$ cat src/rtl/decode_stage_pkg.sv
// Shared encodings, ALU one-hot bit positions and the ID->EXE bus layout
// for the decode stage and its branch unit.
package decode_stage_pkg;

    // Primary opcodes
    localparam logic [5:0] OP_SPECIAL = 6'h00;
    localparam logic [5:0] OP_REGIMM  = 6'h01;
    localparam logic [5:0] OP_J       = 6'h02;
    localparam logic [5:0] OP_JAL     = 6'h03;
    localparam logic [5:0] OP_BEQ     = 6'h04;
    localparam logic [5:0] OP_BNE     = 6'h05;
    localparam logic [5:0] OP_BLEZ    = 6'h06;
    localparam logic [5:0] OP_BGTZ    = 6'h07;
    localparam logic [5:0] OP_ADDI    = 6'h08;
    localparam logic [5:0] OP_ADDIU   = 6'h09;
    localparam logic [5:0] OP_SLTI    = 6'h0A;
    localparam logic [5:0] OP_SLTIU   = 6'h0B;
    localparam logic [5:0] OP_ANDI    = 6'h0C;
    localparam logic [5:0] OP_ORI     = 6'h0D;
    localparam logic [5:0] OP_XORI    = 6'h0E;
    localparam logic [5:0] OP_LUI     = 6'h0F;
    localparam logic [5:0] OP_COP0    = 6'h10;
    localparam logic [5:0] OP_LB      = 6'h20;
    localparam logic [5:0] OP_LW      = 6'h23;
    localparam logic [5:0] OP_LBU     = 6'h24;
    localparam logic [5:0] OP_SB      = 6'h28;
    localparam logic [5:0] OP_SW      = 6'h2B;

    // SPECIAL function codes
    localparam logic [5:0] FN_SLL     = 6'h00;
    localparam logic [5:0] FN_SRL     = 6'h02;
    localparam logic [5:0] FN_SRA     = 6'h03;
    localparam logic [5:0] FN_SLLV    = 6'h04;
    localparam logic [5:0] FN_SRLV    = 6'h06;
    localparam logic [5:0] FN_SRAV    = 6'h07;
    localparam logic [5:0] FN_JR      = 6'h08;
    localparam logic [5:0] FN_JALR    = 6'h09;
    localparam logic [5:0] FN_SYSCALL = 6'h0C;
    localparam logic [5:0] FN_MFHI    = 6'h10;
    localparam logic [5:0] FN_MTHI    = 6'h11;
    localparam logic [5:0] FN_MFLO    = 6'h12;
    localparam logic [5:0] FN_MTLO    = 6'h13;
    localparam logic [5:0] FN_MULT    = 6'h18;
    localparam logic [5:0] FN_DIV     = 6'h1A;
    localparam logic [5:0] FN_ADD     = 6'h20;
    localparam logic [5:0] FN_ADDU    = 6'h21;
    localparam logic [5:0] FN_SUB     = 6'h22;
    localparam logic [5:0] FN_SUBU    = 6'h23;
    localparam logic [5:0] FN_AND     = 6'h24;
    localparam logic [5:0] FN_OR      = 6'h25;
    localparam logic [5:0] FN_XOR     = 6'h26;
    localparam logic [5:0] FN_NOR     = 6'h27;
    localparam logic [5:0] FN_SLT     = 6'h2A;
    localparam logic [5:0] FN_SLTU    = 6'h2B;

    // REGIMM rt codes and COP0 rs codes
    localparam logic [4:0] RT_BLTZ    = 5'h00;
    localparam logic [4:0] RT_BGEZ    = 5'h01;
    localparam logic [4:0] RS_MFC0    = 5'h00;
    localparam logic [4:0] RS_MTC0    = 5'h04;
    localparam logic [25:0] ERET_CODE = 26'h200_0018;

    // alu_control one-hot bit positions
    localparam int ALU_W    = 12;
    localparam int ALU_ADD  = 11;
    localparam int ALU_SUB  = 10;
    localparam int ALU_SLT  = 9;
    localparam int ALU_SLTU = 8;
    localparam int ALU_AND  = 7;
    localparam int ALU_NOR  = 6;
    localparam int ALU_OR   = 5;
    localparam int ALU_XOR  = 4;
    localparam int ALU_SLL  = 3;
    localparam int ALU_SRL  = 2;
    localparam int ALU_SRA  = 1;
    localparam int ALU_LUI  = 0;

    // Bus field widths
    localparam int MULDIV_W   = 2;
    localparam int MEMCTL_W   = 4;
    localparam int CP0ADDR_W  = 8;
    localparam int JBR_W      = 33;
    localparam int ID_EXE_W   = 168;

    typedef struct packed {
        logic beq;
        logic bne;
        logic bgez;
        logic bgtz;
        logic blez;
        logic bltz;
        logic j;
        logic jal;
        logic jr;
        logic jalr;
    } jbr_ops_t;

    // Field order is MSB-first on the ID->EXE bus
    typedef struct packed {
        logic [MULDIV_W-1:0]  muldiv;
        logic                 mthi;
        logic                 mtlo;
        logic [ALU_W-1:0]     alu_control;
        logic [31:0]          alu_operand1;
        logic [31:0]          alu_operand2;
        logic [MEMCTL_W-1:0]  mem_control;
        logic [31:0]          store_data;
        logic                 mfhi;
        logic                 mflo;
        logic                 mtc0;
        logic                 mfc0;
        logic [CP0ADDR_W-1:0] cp0r_addr;
        logic                 syscall;
        logic                 eret;
        logic                 rf_wen;
        logic [4:0]           rf_wdest;
        logic [31:0]          pc;
    } id_exe_t;

    // A source register conflicts when a later stage still owes it a write
    function automatic logic reg_pending(input logic [4:0] r,
                                         input logic [4:0] exe_w,
                                         input logic [4:0] mem_w,
                                         input logic [4:0] wb_w);
        return (r != 5'd0) && ((r == exe_w) || (r == mem_w) || (r == wb_w));
    endfunction

endpackage

$ cat src/rtl/branch_unit.sv
// Branch/jump condition evaluation and target address generation.
module branch_unit
    import decode_stage_pkg::*;
(
    input  logic [31:0] pc,
    input  logic [15:0] imm,
    input  logic [25:0] index,
    input  logic [31:0] rs_value,
    input  logic [31:0] rt_value,
    input  jbr_ops_t    ops,
    output logic        is_jbr,
    output logic        condition,
    output logic [31:0] target
);

    logic [31:0] pc_plus4;
    logic [31:0] br_offset;
    logic        rs_zero;
    logic        rs_neg;
    logic        rs_eq_rt;

    assign pc_plus4  = pc + 32'd4;
    assign br_offset = {{14{imm[15]}}, imm, 2'b00};
    assign rs_zero   = (rs_value == 32'd0);
    assign rs_neg    = rs_value[31];
    assign rs_eq_rt  = (rs_value == rt_value);

    assign is_jbr = |ops;

    assign condition = (ops.beq  &  rs_eq_rt)
                     | (ops.bne  & ~rs_eq_rt)
                     | (ops.bgez & ~rs_neg)
                     | (ops.bgtz & ~rs_neg & ~rs_zero)
                     | (ops.blez & (rs_neg | rs_zero))
                     | (ops.bltz &  rs_neg)
                     | ops.j | ops.jal | ops.jr | ops.jalr;

    // NOTE: every path assigns target first, so no latch can be inferred.
    always_comb begin
        target = pc_plus4 + br_offset;
        if (ops.j || ops.jal) begin
            target = {pc_plus4[31:28], index, 2'b00};
        end else if (ops.jr || ops.jalr) begin
            target = rs_value;
        end
    end

endmodule

$ cat src/rtl/decode_stage.sv
// Instruction decode stage: control decode, operand selection, hazard
// stall, branch resolution and the packed ID->EXE bus.
module decode_stage
    import decode_stage_pkg::*;
(
    input  logic                clk,
    input  logic                resetn,
    input  logic                ID_valid,
    input  logic [63:0]         IF_ID_bus_r,
    input  logic [31:0]         rs_value,
    input  logic [31:0]         rt_value,
    input  logic                IF_over,
    input  logic [4:0]          EXE_wdest,
    input  logic [4:0]          MEM_wdest,
    input  logic [4:0]          WB_wdest,
    output logic [4:0]          rs,
    output logic [4:0]          rt,
    output logic [JBR_W-1:0]    jbr_bus,
    output logic                ID_over,
    output logic [ID_EXE_W-1:0] ID_EXE_bus,
    output logic [31:0]         ID_pc,
    output logic [ALU_W-1:0]    debug_alu_control
);

    logic [31:0] pc;
    logic [31:0] inst;
    logic [5:0]  op;
    logic [5:0]  funct;
    logic [4:0]  rd;
    logic [4:0]  sa;
    logic [15:0] imm;
    logic [25:0] index;

    assign {pc, inst} = IF_ID_bus_r;
    assign op    = inst[31:26];
    assign rs    = inst[25:21];
    assign rt    = inst[20:16];
    assign rd    = inst[15:11];
    assign sa    = inst[10:6];
    assign funct = inst[5:0];
    assign imm   = inst[15:0];
    assign index = inst[25:0];
    assign ID_pc = pc;

    logic special, regimm, cop0;
    assign special = (op == OP_SPECIAL);
    assign regimm  = (op == OP_REGIMM);
    assign cop0    = (op == OP_COP0);

    // SPECIAL group
    logic i_add, i_addu, i_sub, i_subu, i_slt, i_sltu, i_and, i_or, i_xor, i_nor;
    logic i_sll, i_srl, i_sra, i_sllv, i_srlv, i_srav, i_jr, i_jalr;
    logic i_mult, i_div, i_mfhi, i_mflo, i_mthi, i_mtlo, i_syscall;
    assign i_add     = special & (funct == FN_ADD);
    assign i_addu    = special & (funct == FN_ADDU);
    assign i_sub     = special & (funct == FN_SUB);
    assign i_subu    = special & (funct == FN_SUBU);
    assign i_slt     = special & (funct == FN_SLT);
    assign i_sltu    = special & (funct == FN_SLTU);
    assign i_and     = special & (funct == FN_AND);
    assign i_or      = special & (funct == FN_OR);
    assign i_xor     = special & (funct == FN_XOR);
    assign i_nor     = special & (funct == FN_NOR);
    assign i_sll     = special & (funct == FN_SLL);
    assign i_srl     = special & (funct == FN_SRL);
    assign i_sra     = special & (funct == FN_SRA);
    assign i_sllv    = special & (funct == FN_SLLV);
    assign i_srlv    = special & (funct == FN_SRLV);
    assign i_srav    = special & (funct == FN_SRAV);
    assign i_jr      = special & (funct == FN_JR);
    assign i_jalr    = special & (funct == FN_JALR);
    assign i_mult    = special & (funct == FN_MULT);
    assign i_div     = special & (funct == FN_DIV);
    assign i_mfhi    = special & (funct == FN_MFHI);
    assign i_mflo    = special & (funct == FN_MFLO);
    assign i_mthi    = special & (funct == FN_MTHI);
    assign i_mtlo    = special & (funct == FN_MTLO);
    assign i_syscall = special & (funct == FN_SYSCALL);

    // Immediate, memory, branch and coprocessor groups
    logic i_addi, i_addiu, i_slti, i_sltiu, i_andi, i_ori, i_xori, i_lui;
    logic i_lw, i_lb, i_lbu, i_sw, i_sb;
    logic i_beq, i_bne, i_bgez, i_bgtz, i_blez, i_bltz, i_j, i_jal;
    logic i_mfc0, i_mtc0, i_eret;
    assign i_addi  = (op == OP_ADDI);
    assign i_addiu = (op == OP_ADDIU);
    assign i_slti  = (op == OP_SLTI);
    assign i_sltiu = (op == OP_SLTIU);
    assign i_andi  = (op == OP_ANDI);
    assign i_ori   = (op == OP_ORI);
    assign i_xori  = (op == OP_XORI);
    assign i_lui   = (op == OP_LUI);
    assign i_lw    = (op == OP_LW);
    assign i_lb    = (op == OP_LB);
    assign i_lbu   = (op == OP_LBU);
    assign i_sw    = (op == OP_SW);
    assign i_sb    = (op == OP_SB);
    assign i_beq   = (op == OP_BEQ);
    assign i_bne   = (op == OP_BNE);
    assign i_bgtz  = (op == OP_BGTZ);
    assign i_blez  = (op == OP_BLEZ);
    assign i_bgez  = regimm & (rt == RT_BGEZ);
    assign i_bltz  = regimm & (rt == RT_BLTZ);
    assign i_j     = (op == OP_J);
    assign i_jal   = (op == OP_JAL);
    assign i_mfc0  = cop0 & (rs == RS_MFC0);
    assign i_mtc0  = cop0 & (rs == RS_MTC0);
    assign i_eret  = cop0 & (index == ERET_CODE);

    logic r_alu, shift_imm, imm_sext, imm_zext, is_load, is_store, is_link, is_branch;
    assign r_alu     = i_add | i_addu | i_sub | i_subu | i_slt | i_sltu | i_and
                     | i_or | i_xor | i_nor | i_sllv | i_srlv | i_srav;
    assign shift_imm = i_sll | i_srl | i_sra;
    assign imm_sext  = i_addi | i_addiu | i_slti | i_sltiu;
    assign imm_zext  = i_andi | i_ori | i_xori;
    assign is_load   = i_lw | i_lb | i_lbu;
    assign is_store  = i_sw | i_sb;
    assign is_link   = i_jal | i_jalr;
    assign is_branch = i_beq | i_bne | i_bgez | i_bgtz | i_blez | i_bltz;

    logic [ALU_W-1:0] alu_control;
    always_comb begin
        alu_control           = '0;
        alu_control[ALU_ADD]  = i_add | i_addu | i_addi | i_addiu | is_load | is_store | is_link;
        alu_control[ALU_SUB]  = i_sub | i_subu;
        alu_control[ALU_SLT]  = i_slt | i_slti;
        alu_control[ALU_SLTU] = i_sltu | i_sltiu;
        alu_control[ALU_AND]  = i_and | i_andi;
        alu_control[ALU_NOR]  = i_nor;
        alu_control[ALU_OR]   = i_or | i_ori;
        alu_control[ALU_XOR]  = i_xor | i_xori;
        alu_control[ALU_SLL]  = i_sll | i_sllv;
        alu_control[ALU_SRL]  = i_srl | i_srlv;
        alu_control[ALU_SRA]  = i_sra | i_srav;
        alu_control[ALU_LUI]  = i_lui;
    end

    logic [31:0] alu_operand1, alu_operand2;
    always_comb begin
        alu_operand1 = rs_value;
        if (shift_imm)    alu_operand1 = {27'd0, sa};
        else if (is_link) alu_operand1 = pc;

        alu_operand2 = rt_value;
        if (is_link)                            alu_operand2 = 32'd8;
        else if (imm_zext || i_lui)             alu_operand2 = {16'd0, imm};
        else if (imm_sext || is_load || is_store) alu_operand2 = {{16{imm[15]}}, imm};
    end

    // Destination register selection; writes to $0 are dropped
    logic wr_rd, wr_rt;
    logic [4:0] rf_wdest;
    assign wr_rd = r_alu | shift_imm | i_mfhi | i_mflo | i_jalr;
    assign wr_rt = imm_sext | imm_zext | i_lui | is_load | i_mfc0;
    always_comb begin
        rf_wdest = 5'd0;
        if (wr_rd)      rf_wdest = rd;
        else if (wr_rt) rf_wdest = rt;
        else if (i_jal) rf_wdest = 5'd31;
    end

    logic rs_used, rt_used, stall;
    assign rs_used = r_alu | imm_sext | imm_zext | is_load | is_store | is_branch
                   | i_jr | i_jalr | i_mult | i_div | i_mthi | i_mtlo;
    assign rt_used = r_alu | shift_imm | i_beq | i_bne | is_store | i_mult | i_div | i_mtc0;
    assign stall   = (rs_used & reg_pending(rs, EXE_wdest, MEM_wdest, WB_wdest))
                   | (rt_used & reg_pending(rt, EXE_wdest, MEM_wdest, WB_wdest));

    jbr_ops_t    jbr_ops;
    logic        is_jbr, jbr_cond;
    logic [31:0] jbr_target;
    assign jbr_ops = '{beq: i_beq, bne: i_bne, bgez: i_bgez, bgtz: i_bgtz,
                       blez: i_blez, bltz: i_bltz, j: i_j, jal: i_jal,
                       jr: i_jr, jalr: i_jalr};

    branch_unit u_branch_unit (
        .pc        (pc),
        .imm       (imm),
        .index     (index),
        .rs_value  (rs_value),
        .rt_value  (rt_value),
        .ops       (jbr_ops),
        .is_jbr    (is_jbr),
        .condition (jbr_cond),
        .target    (jbr_target)
    );

    // A branch waits for its delay slot to be fetched before leaving decode
    assign ID_over = ID_valid & ~stall & (~is_jbr | IF_over);
    assign jbr_bus = {jbr_cond & ID_valid & ID_over, jbr_target};

    id_exe_t id_exe;
    always_comb begin
        id_exe.muldiv       = {i_mult, i_div};
        id_exe.mthi         = i_mthi;
        id_exe.mtlo         = i_mtlo;
        id_exe.alu_control  = alu_control;
        id_exe.alu_operand1 = alu_operand1;
        id_exe.alu_operand2 = alu_operand2;
        id_exe.mem_control  = {is_load, is_store, i_lw | i_sw, i_lb};
        id_exe.store_data   = rt_value;
        id_exe.mfhi         = i_mfhi;
        id_exe.mflo         = i_mflo;
        id_exe.mtc0         = i_mtc0;
        id_exe.mfc0         = i_mfc0;
        id_exe.cp0r_addr    = {rd, inst[2:0]};
        id_exe.syscall      = i_syscall;
        id_exe.eret         = i_eret;
        id_exe.rf_wen       = (wr_rd | wr_rt | i_jal) & (rf_wdest != 5'd0);
        id_exe.rf_wdest     = rf_wdest;
        id_exe.pc           = pc;
    end
    assign ID_EXE_bus = id_exe;

    // NOTE: sequential state uses non-blocking assignment so every reader sees the pre-edge value.
    always_ff @(posedge clk or negedge resetn) begin
        if (!resetn) begin
            debug_alu_control <= '0;
        end else begin
            debug_alu_control <= alu_control;
        end
    end

endmodule

$ cat config.mk
export PLATFORM = sky130hd
export DESIGN_NAME = decode_stage
export DESIGN_NICKNAME = d
export VERILOG_FILES = /design/src/rtl/decode_stage_pkg.sv /design/src/rtl/branch_unit.sv /design/src/rtl/decode_stage.sv
export SDC_FILE = /design/constraint.sdc
export NUM_CORES = 1
export LEC_CHECK = 0
export ABC_AREA = 1
export ABC_CLOCK_PERIOD_IN_PS = 6600
export CORE_AREA = 2 2 156 158
export DETAILED_ROUTE_END_ITERATION = 7
export DIE_AREA = 0 0 158 160
export HOLD_SLACK_MARGIN = 0.03
export PLACE_DENSITY = 0.66
export SETUP_SLACK_MARGIN = 0.3
export SYNTH_ARGS = -nofsm -noshare
export SYNTH_HDL_FRONTEND = slang
export SYNTH_SLANG_ARGS = --single-unit
$ cat constraint.sdc
create_clock -name clk -period 6.6 [get_ports clk]
set_input_delay 0.99 -clock clk [delete_from_list [all_inputs] [get_ports clk]]
set_output_delay 0.99 -clock clk [all_outputs]
set_load 0.02 [all_outputs]
==> key figures <==
Run status
  • Status: finished clean

Timing
  • Relative max-transition margin: 32.8%
  • Final setup vio count: 0
  • F_max: 163 MHz
  • Fin. max-slew vios: 0
  • Final Cycle Share: 92.7%
  • Slew @ Worst Pin: around 1.0 ns
  • RSZ-0062 raised after global routing: true
  • Setup TNS: 0 ns
  • Final hold violation count: 0
  • Period minus WS final: a little over 6 ns

Floorplanning
  • Top-Level Pins: 403
  • Die area: between 20,000 and 30,000 um^2
  • DIE HEIGHT: 160 um
  • Num rows: between 50 and 60
  • Die width: 158 um
  • Core area: roughly 24,000 um^2
  • Initial core utilization: 30.2%

GRT
  • Total grt overflow: 0
  • Global-route wire length before repair: around 53,000 um
  • Vias in the first global route: 9,164
  • Overall routing resource usage: between 20% and 30%
  • Initial antenna violation count: 0
  • Largest net degree at the start of global routing: approximately 50

Layout
  • Most frequent cells in the layout: clkdlybuf4s50_1, nand2_1, inv_1
  • Area Growth Syn to Fin: 48.8%
  • Diodes inserted: 0
  • Largest regs: debug_alu_control x12
  • Layout cells sized above 1: 3.90%
  • Max reg flops: 12
  • Commonest non-fill, non-tap cell in the layout: clkdlybuf4s50_1
  • Most flops, register: debug_alu_control
  • Utilization after layout: 45.0%
  • Fin nets: 1,743

Critical path
  • Worst EP arrival: 5.13 ns
  • Setup CP Type: input pin to output pin
  • Worst setup EP type: output pin
  • Top cell by count, worst path: nand2_1
  • CP required: 5.61 ns
  • Critical path peak fanout: 5
  • CP max-delay cell: clkdlybuf4s50_1
  • Worst path cell trace: clkdlybuf4s50_1 -> ha_1 -> nand3_2 -> nor2_2 -> nand3_2 -> nor4_4 -> and3b_1 -> nand2_1 -> xor2_1 -> inv_1 -> ha_1 -> a21oi_1 -> o21ai_0 -> a21oi_1 -> o21a_1 -> nand3_1 -> nand3_1 -> nand2_1 -> nand2_1 -> clkdlybuf4s50_1
  • Startpoint Class: input pin
  • Critical Path Max Stage Delay: 0.62 ns

Routing
  • Via count: ~9,700
  • Routed Antenna Nets: 0
  • Detailed Route Iter0 Violations: approximately 830
  • # DRC: 0
  • Drt wl/cell: 19.3 um
  • Via/cell ratio: 5.12
  • Wirelength, routed: roughly 36,000 um
  • DRT Pass-1 Iters: 5

CTS
  • CTS H-tree depth: 1
  • CTS root buf: clkbuf_16
  • CTS tree: yes
  • Max Root-Sink Buffers: 2
  • Clock Sinks: 12
  • Total setup buffers inserted after CTS: 0
  • Inserted Clock Buffers: 3
  • Clock-pin slew of the registers on the worst-case setup and hold paths: 0.04 ns
  • Hold-fix buffers, CTS: 0

Place
  • DPL Wire Length: 30,500 um
  • Number of port buffers: 402
  • Placer congestion estimate: 0.943

Worst hold path
  • Hold Path Class: input pin to asynchronous set/reset pin

Synthesis
  • Yosys warnings: 0
  • Asr flop ratio synth: 100%
  • Main combinational cell family by area after synthesis: simple AND/OR/NAND/NOR gates
  • Post-synthesis sequential area ratio: 4.17%
  • Mux share of post-synthesis cell area: 0%
  • Post-synth EDFFs: 0
  • Synth Area in Compound Gates: 20.2%
  • Simple-gate share of the synthesized area: 37.5%
  • Ys flop type: dfrtp_1
  • Netlist cell types: 55
  • Synth Area in Adders: 5.49%
  • Syn avg cell area: 5.50 um^2
  • Synth Cell Area: 7200 um^2
  • Cells after synthesis: around 1,300
  • #FFs+latches synth: 12
  • Mapped Nets: 1,487
  • XOR/XNOR share of the synthesized area: 8.39%

Power
  • Pwr Density: 104 nW/um^2
  • Peak supply drop: 0.0000906 V
  • Leak: 4.86 nW

Job
  • MaxCap Viol Count: 0
[where the power goes]
group	internal [W]	switching, W	leakage (nW)
Combinational	0.000395	0.000541	4.66
Clock	0.0000783	0.0000258	0.0370
Sequential	0.0000747	0.000000219	0.167
[layout make-up]
class                      instances  area, um^2
fill                            2579       13100
multi-input combinational        970        5180
timing repair buffer             413        4140
inverter                         165         619
tap                              324         405
sequential                        12         300
clock buffer                       3        75.1
[critical path: cells and delay by family]
kind                     cells  cell delay, ns
AO/OA/AOI/OAI                4            0.70
XOR/XNOR                     1            0.13
AND/OR/NAND/NOR             10            1.46
adder cells (fa/ha/maj)      2            0.58
buffers and inverters        3            1.27
[how the worst max path moves through the flow]
stage                         start     endpoint  slack [ns]  cells after the start
finish              IF_ID_bus_r[34]  jbr_bus[29]        0.48                     20
floorplan           IF_ID_bus_r[34]  jbr_bus[23]        2.02                     18
global route        IF_ID_bus_r[34]  jbr_bus[29]        0.22                     21
CTS                 IF_ID_bus_r[34]  jbr_bus[31]        0.30                     22
detailed placement  IF_ID_bus_r[34]  jbr_bus[21]        0.25                     21
global placement    IF_ID_bus_r[34]  jbr_bus[21]        0.19                     21
[cell families after synthesis]
logic type,count (synthesis)
and+or+nand+nor,606
AOI/OAI and AO/OA,264
xor gates and xnor gates,69
buffers and inverters,327
DFF,12
adders and majority gates,31
[Yosys cell counts, types with 2 or more instances]
| master | instances | area [um^2] |
|---|---|---|
| a211oi_1 | 5 | 37.5 |
| a21boi_0 | 2 | 15.0 |
| a21o_1 | 3 | 22.5 |
| a21oi_1 | 103 | 515 |
| and2_1 | 2 | 12.5 |
| buf_2 | 14 | 70.1 |
| buf_4 | 129 | 968 |
| buf_6 | 2 | 22.5 |
| clkbuf_1 | 16 | 60.1 |
| dfrtp_1 | 12 | 300 |
| ha_1 | 30 | 375 |
| inv_1 | 160 | 601 |
| inv_2 | 4 | 15.0 |
| nand2_1 | 275 | 1030 |
| nand2_2 | 5 | 31.3 |
| nand3_1 | 74 | 370 |
| nand4_1 | 39 | 244 |
| nor2_1 | 144 | 541 |
| nor2_2 | 4 | 25.0 |
| nor2_4 | 2 | 22.5 |
| nor2_8 | 2 | 40.0 |
| nor3_1 | 23 | 115 |
| nor3_2 | 2 | 20.0 |
| nor4_1 | 14 | 87.6 |
| o211ai_1 | 5 | 37.5 |
| o21a_1 | 5 | 37.5 |
| o21ai_0 | 105 | 526 |
| o21ai_1 | 6 | 30.0 |
| o221a_2 | 2 | 22.5 |
| o22ai_1 | 15 | 93.8 |
| o31ai_1 | 2 | 15.0 |
| or2_2 | 13 | 81.3 |
| xnor2_1 | 28 | 245 |
| xor2_1 | 41 | 359 |
[repair_timing]
action	in CTS	in global routing
resized for setup	1	22
setup endpoints to repair	1	17
gates cloned	0	0
pin swaps	0	1
[per-stage QoR]
step	hold WS [ns]	instance area, um^2	cells	total power, W	setup WS (ns)
6_report	1.10	10700	1887	0.00112	0.483
5_1_grt	1.15	10700	1887	0.00118	0.216
3_5_place_dp	1.34	10600	1884	0.00101	0.247
2_1_floorplan	0.694	7200	1309	0.000584	2.02
4_1_cts	1.10	10700	1887	0.00111	0.304
3_3_place_gp	1.34	10600	1884	0.00101	0.194
[routing by layer]
layer / global-route usage [%] / up-vias / wire length (um)
met3: 2.17 / 43 / 2420
met4: 4.30 / 0 / 593
li1: - / 4709 / -
met1: 35.9 / 4475 / 15600
met5: 0 / - / 0
met2: 47.8 / 427 / 17700
Power figures use the tool's default switching activity.
